$ cat src/rtl/mux_pkg.sv
// Shared definitions for the N-channel scanning multiplexer.
// Contents:
//   clog2()            - ceiling log2 with a floor of 1, sizes select/index signals
//   ST_MANUAL/ST_SCAN_START/ST_SCAN - FSM state encodings
package mux_pkg;

    // Ceiling log2 with a minimum result of 1 so a select bus is never zero bits.
    function automatic int clog2(input int n);
        int r;
        r = 1;
        for (int i = 1; i < 32; i++) begin
            if ((32'sd1 << i) < n) begin
                r = i + 1;
            end else begin
                r = r;
            end
        end
        return r;
    endfunction

    localparam logic [1:0] ST_MANUAL     = 2'd0;
    localparam logic [1:0] ST_SCAN_START = 2'd1;
    localparam logic [1:0] ST_SCAN       = 2'd2;

endpackage

$ cat src/rtl/mux_nx1_comb.sv
// Combinational N-to-1 selector.
// Ports:
//   in_i    [N_CH*W] packed channel data, channel k at [k*W +: W]
//   sel_i   [SEL_W]  channel select
//   y_o     [W]      selected data, zero when sel_i addresses no channel
//   legal_o          sel_i < N_CH
module mux_nx1_comb
    import mux_pkg::*;
#(
    parameter int N_CH  = 4,
    parameter int W     = 1,
    parameter int SEL_W = clog2(N_CH)
) (
    input  logic [N_CH*W-1:0] in_i,
    input  logic [SEL_W-1:0]  sel_i,
    output logic [W-1:0]      y_o,
    output logic              legal_o
);

    // AND-OR selection; an out-of-range select matches nothing and yields zero.
    always_comb begin
        y_o     = {W{1'b0}};
        legal_o = 1'b0;
        for (int k = 0; k < N_CH; k++) begin
            y_o     = y_o | ({W{sel_i == SEL_W'(k)}} & in_i[k*W +: W]);
            legal_o = legal_o | (sel_i == SEL_W'(k));
        end
    end

endmodule

$ cat src/rtl/mux_nx1_scan.sv
// N-channel, W-bit multiplexer with registered output, manual select and
// automatic round-robin scan with a programmable dwell time.
// Ports:
//   clk_i, rst_i (sync, active-high), en_i (clock enable)
//   in_i    [N_CH*W]  packed channel data
//   mode_i            0 = manual, 1 = scan
//   sel_i   [SEL_W]   manual channel select
//   dwell_i [DWELL_W] each scanned channel is held dwell_i+1 cycles
//   out_o   [W]       registered selected data
//   ch_o    [SEL_W]   channel currently driving out_o
//   valid_o           out_o comes from a legal channel
//   wrap_o            one-cycle pulse when the scan wraps N_CH-1 -> 0
module mux_nx1_scan
    import mux_pkg::*;
#(
    parameter int N_CH    = 4,
    parameter int W       = 1,
    parameter int DWELL_W = 8,
    parameter int SEL_W   = clog2(N_CH)
) (
    input  logic                clk_i,
    input  logic                rst_i,
    input  logic [N_CH*W-1:0]   in_i,
    input  logic                en_i,
    input  logic                mode_i,
    input  logic [SEL_W-1:0]    sel_i,
    input  logic [DWELL_W-1:0]  dwell_i,
    output logic [W-1:0]        out_o,
    output logic [SEL_W-1:0]    ch_o,
    output logic                valid_o,
    output logic                wrap_o
);

    localparam logic [SEL_W-1:0] LAST_CH = SEL_W'(N_CH - 1);

    logic [1:0]         state_q, state_d;
    logic [DWELL_W-1:0] cnt_q, cnt_d;
    logic [SEL_W-1:0]   ch_q, ch_d;
    logic [W-1:0]       out_q, out_d;
    logic               valid_q, valid_d;
    logic               wrap_q, wrap_d;

    logic [SEL_W-1:0]   mux_sel_s;
    logic [W-1:0]       mux_y_s;
    logic               mux_legal_s;
    logic               expire_s;
    logic [SEL_W-1:0]   next_ch_s;

    mux_nx1_comb #(
        .N_CH  (N_CH),
        .W     (W),
        .SEL_W (SEL_W)
    ) u_sel (
        .in_i    (in_i),
        .sel_i   (mux_sel_s),
        .y_o     (mux_y_s),
        .legal_o (mux_legal_s)
    );

    // Dwell expiry and modulo-N_CH successor of the current channel.
    assign expire_s  = (cnt_q == {DWELL_W{1'b0}});
    assign next_ch_s = (ch_q == LAST_CH) ? {SEL_W{1'b0}} : (ch_q + SEL_W'(1));

    // State register plus counter and output registers.
    always_ff @(posedge clk_i) begin
        if (rst_i) begin
            state_q <= ST_MANUAL;
            cnt_q   <= {DWELL_W{1'b0}};
            ch_q    <= {SEL_W{1'b0}};
            out_q   <= {W{1'b0}};
            valid_q <= 1'b0;
            wrap_q  <= 1'b0;
        end else begin
            state_q <= state_d;
            cnt_q   <= cnt_d;
            ch_q    <= ch_d;
            out_q   <= out_d;
            valid_q <= valid_d;
            wrap_q  <= wrap_d;
        end
    end

    // Next-state logic; dropping mode_i always returns to MANUAL.
    always_comb begin
        state_d = state_q;
        if (en_i) begin
            case (state_q)
                ST_MANUAL:     state_d = mode_i ? ST_SCAN_START : ST_MANUAL;
                ST_SCAN_START: state_d = mode_i ? ST_SCAN       : ST_MANUAL;
                ST_SCAN:       state_d = mode_i ? ST_SCAN       : ST_MANUAL;
                default:       state_d = ST_MANUAL;
            endcase
        end else begin
            state_d = state_q;
        end
    end

    // Datapath next values. A falling mode_i is handled as a manual update,
    // so it takes precedence over a coincident dwell expiry.
    always_comb begin
        cnt_d     = cnt_q;
        ch_d      = ch_q;
        out_d     = out_q;
        valid_d   = valid_q;
        wrap_d    = 1'b0;
        mux_sel_s = ch_q;
        if (en_i) begin
            if (!mode_i) begin
                mux_sel_s = sel_i;
                ch_d      = sel_i;
                out_d     = mux_y_s;
                valid_d   = mux_legal_s;
                cnt_d     = {DWELL_W{1'b0}};
            end else begin
                case (state_q)
                    ST_SCAN_START: begin
                        mux_sel_s = {SEL_W{1'b0}};
                        ch_d      = {SEL_W{1'b0}};
                        out_d     = mux_y_s;
                        valid_d   = 1'b1;
                        cnt_d     = dwell_i;
                    end
                    ST_SCAN: begin
                        if (expire_s) begin
                            mux_sel_s = next_ch_s;
                            ch_d      = next_ch_s;
                            cnt_d     = dwell_i;
                            wrap_d    = (ch_q == LAST_CH);
                        end else begin
                            mux_sel_s = ch_q;
                            ch_d      = ch_q;
                            cnt_d     = cnt_q - DWELL_W'(1);
                        end
                        out_d   = mux_y_s;
                        valid_d = 1'b1;
                    end
                    default: begin
                        // MANUAL (or an illegal encoding) with mode_i=1 still
                        // behaves as manual on the edge that starts the scan.
                        mux_sel_s = sel_i;
                        ch_d      = sel_i;
                        out_d     = mux_y_s;
                        valid_d   = mux_legal_s;
                        cnt_d     = {DWELL_W{1'b0}};
                    end
                endcase
            end
        end else begin
            wrap_d = 1'b0;
        end
    end

    assign out_o   = out_q;
    assign ch_o    = ch_q;
    assign valid_o = valid_q;
    assign wrap_o  = wrap_q;

endmodule

$ cat config.mk
export PLATFORM = sky130hd
export DESIGN_NAME = mux_nx1_scan
export DESIGN_NICKNAME = d
export VERILOG_FILES = /design/src/rtl/mux_pkg.sv /design/src/rtl/mux_nx1_comb.sv /design/src/rtl/mux_nx1_scan.sv
export SDC_FILE = /design/constraint.sdc
export NUM_CORES = 1
export LEC_CHECK = 0
export CELL_PAD_IN_SITES_DETAIL_PLACEMENT = 0
export CELL_PAD_IN_SITES_GLOBAL_PLACEMENT = 1
export CORE_MARGIN = 1.5
export CORE_UTILIZATION = 39
export CTS_CLUSTER_DIAMETER = 100
export DETAILED_ROUTE_END_ITERATION = 10
export GPL_TIMING_DRIVEN = 0
export PLACE_DENSITY_LB_ADDON = 0.2
export SETUP_SLACK_MARGIN = 0.15
export SLEW_MARGIN = 10
export SYNTH_ARGS = -nofsm -noshare
export SYNTH_HDL_FRONTEND = slang
export SYNTH_SLANG_ARGS = --single-unit
$ cat constraint.sdc
create_clock -name clk_i -period 7.95 [get_ports clk_i]
set_input_delay 0.795 -clock clk_i [delete_from_list [all_inputs] [get_ports clk_i]]
set_output_delay 0.795 -clock clk_i [all_outputs]
set_load 0.1 [all_outputs]
==> results_dict.tcl <==
set metrics [dict create \
    grt_pass1_wl_mm 21.0 \
    fin_crit_sh_pct 49.6 \
    syn_nets 510 \
    cts_htree_levels 2 \
    grt_pass1_vias 3772 \
    start_kind "flip-flop" \
    netlist.area_leader.share_pct 26.2 \
    port_buffers 81 \
    fin_crit_ns 3.95 \
    antenna_left 0 \
    cts_root_buf "clkbuf_8" \
    drive_gt1_share_pct 9.76 \
    intPower_w 0.000405 \
    initial_core_util_pct 39.8 \
    routedWlPerCell_um 20.6 \
    cp_slowest_cell "o31ai_2" \
    worstSetupPathType "reg -> reg" \
    total_leakage_power_nw 1.67 \
    ir_drop_v 0.0000677 \
    syn_to_final_growth_pct 30.9 \
    relSlewSlack_pct 34.8 \
    gp_congestion 0.924 \
    n_fill_cell 852 \
    synth_area_um2 3440 \
    grt_start_max_net_pins 14 \
    ff2ff_path_depth 10 \
    grtUsageTotal_pct 28.1 \
    n_antenna_cell 0 \
    power_frac_seq_pct 39.6 \
    dieArea_um2 9400 \
    dp_hpwl_mm 10.0 \
    setup.worst_path.end_class "flip-flop" \
    wl_mm 13.4 \
    yosysWarnings 0 \
    core-area_um2 8640 \
    fp.dieW_um 96.9 \
    rsz0062_at_grt "false" \
    syn_avg_cell_area_um2 7.58 \
    hold_path_class "reg -> reg" \
    vias 4044 \
    worstPathMaxFanout 10 \
    cts_sinks 45 \
    synth_cells 454 \
    r2r_end "valid_o" \
    synth.area.top_cells "dfxtp_1, nor2_1, nand2_1" \
    row_count 34 \
    final.setup_skew_ns 0.00661 \
    cellPowerDensity_nw_per_um2 142 \
    cts_setup_buffers 0 \
    synth_most_common_cell "dfxtp_1" \
    placed_area_um2 4390 \
    final_nets 598 \
    worstHoldEndpoint "out_o" \
    synth_common_cells "dfxtp_1, nor2_1, nand2_1" \
    r2r_start "cnt_q[0]" \
    maxCapViolations 0 \
    total_power_w 0.000641 \
    fin_ws_ns 4.00 \
    drc 0 \
    drt-initial-drc-count 277 \
    critPathArrivalTime_ns 4.18 \
    yosysUniqueCellTypes 66 \
    path_delay_family "simple AND/OR/NAND/NOR gates" \
    outcome "finished, final reports clean" \
    cts_buffers 5 \
    ys_seq_elements 45 \
    avgViaCountPerCell 6.21 \
    setup-violations-final 0 \
    grt.overflow.total 0 \
    power.switching_w 0.000236 \
    finalMaxSlewViolations 0 \
    io_pins 83 \
    cts_resized 0 \
    clkPwrFrac_pct 29.6 \
    dp_slack_ns 3.89 \
    clock_latency_ns 0.30 \
    async_reset_ff_share_pct 0 \
    min_path_cells 2 \
    crit_chain "inv_1 > ha_1 > nor3b_2 > nand2_2 > o31ai_2 > o311ai_1 > nor4_1 > nand4_1 > or4_4 > o22ai_2" \
    antenna_found_initial 0 \
    worst_pin_slew_ns 0.974 \
    fin_cells 651 \
    fin_setup_tns_ns 0 \
    min_from "out_o" \
    path_buf_inv 1 \
    seq_area_frac_synth_pct 26.2 \
    finalHoldViolCount 0 \
    synth_ff_type "dfxtp_1" \
    clk_pin_slew_ns 0.10 \
    reg2reg_slack_ns 4.00 \
    postLayoutCellArea_um2 4500 \
    cts_tree "yes" \
    cts.path.max_buffers 2 \
    swShare_pct 36.8 \
    fp.dieH_um 96.9 \
    fmax_ghz 0.253 \
    dpl.cell_count 643 \
    yosysTopAreaCell "dfxtp_1" \
    combPwrFrac_pct 30.8 \
    cp.required_ns 8.19 \
    hold_buffers 0 \
    cpPeakStageDelay_ns 0.72 \
    drtPass1Iterations 5 \
    synth_edf_count 0 \
]
[routing by layer]
layer	vias up	GRT usage, %	wire length, µm
li1	1924	-	-
met1	1913	38.9	6130
met2	182	44.2	6020
met3	25	4.84	937
met4	0	8.92	311
met5	-	0	0
[power by group through the flow]
stage / clock network [W] / logic, W / registers, W
2_1_floorplan: 0 / 0.0000643 / 0.000321
3_3_place_gp: 0 / 0.000196 / 0.000259
3_5_place_dp: 0 / 0.000196 / 0.000259
4_1_cts: 0.000193 / 0.000197 / 0.000254
5_1_grt: 0.000201 / 0.000209 / 0.000256
6_report: 0.000190 / 0.000198 / 0.000254
[how the worst max path moves through the flow]
stage | to | cells after the start | start | slack [ns]
final | valid_o | 10 | cnt_q[0] | 4.00
after global routing | valid_o | 10 | cnt_q[0] | 3.88
after CTS | valid_o | 10 | cnt_q[0] | 4.11
after detailed placement | valid_o | 9 | en_i | 3.89
after global placement | valid_o | 9 | en_i | 3.87
after floorplan | valid_o | 10 | ch_o[6] | 4.41
[logic make-up after synthesis]
logic type	count (synthesis)	synth area share, %
AND/OR/NAND/NOR	213	35.5
AO/OA/AOI/OAI	134	27.3
buffers and inverters	45	5.75
flip-flops	45	26.2
adder cells (fa/ha/maj)	8	2.91
XOR/XNOR	6	1.53
multiplexers	3	0.873
[layout make-up]
| class | count | area (µm²) | share of cell area (%) |
|---|---|---|---|
| Multi-Input combinational cell | 364 | 2340 | 52.0 |
| Timing Repair Buffer | 81 | 811 | 18.0 |
| Tap cell | 108 | 135 | 3.00 |
| Buffer | 31 | 145 | 3.22 |
| Clock buffer | 7 | 86.3 | 1.92 |
| Inverter | 14 | 52.6 | 1.17 |
| Sequential cell | 45 | 901 | 20.0 |
| Clock inverter | 1 | 30.0 | 0.667 |
[registers in the layout, summed over array words and instances (netlist names)]
register,flops
valid_o,1
wrap_o,1
ch_o,32
state_q,2
out_o,1
cnt_q,8
[tightest hold or removal path: cells and delay by family, from the launching register on]
family	cells	cell delay (ns)
flip-flops	1	0.32
buffers and inverters	1	0.05
AO/OA/AOI/OAI	1	0.08
[per-stage QoR]
step / util [%] / hold slack, ns
after floorplan: - / 0.475
after global placement: 50.8 / 0.471
after detailed placement: 50.8 / 0.477
after CTS: 52.1 / 0.496
after global routing: 52.1 / 0.521
final: 52.1 / 0.490
[layout by cell type, fill, tap and decap left out, types with 7 or more instances in the layout]
cell	Yosys	layout
a21oi_1	26	26
a22o_1	11	11
a22oi_1	15	15
a31oi_1	11	11
and3_1	18	18
buf_2	9	9
clkbuf_1	17	18
clkdlybuf4s50_1	0	81
dfxtp_1	45	45
ha_1	8	8
inv_1	14	14
nand2_1	37	37
nand3_1	23	23
nand4_1	16	16
nor2_1	38	38
nor2b_1	9	9
nor4_1	15	15
o211ai_1	7	7
o21ai_0	27	27
or3_1	7	7
No activity file was read; power rests on OpenSTA's default activity.
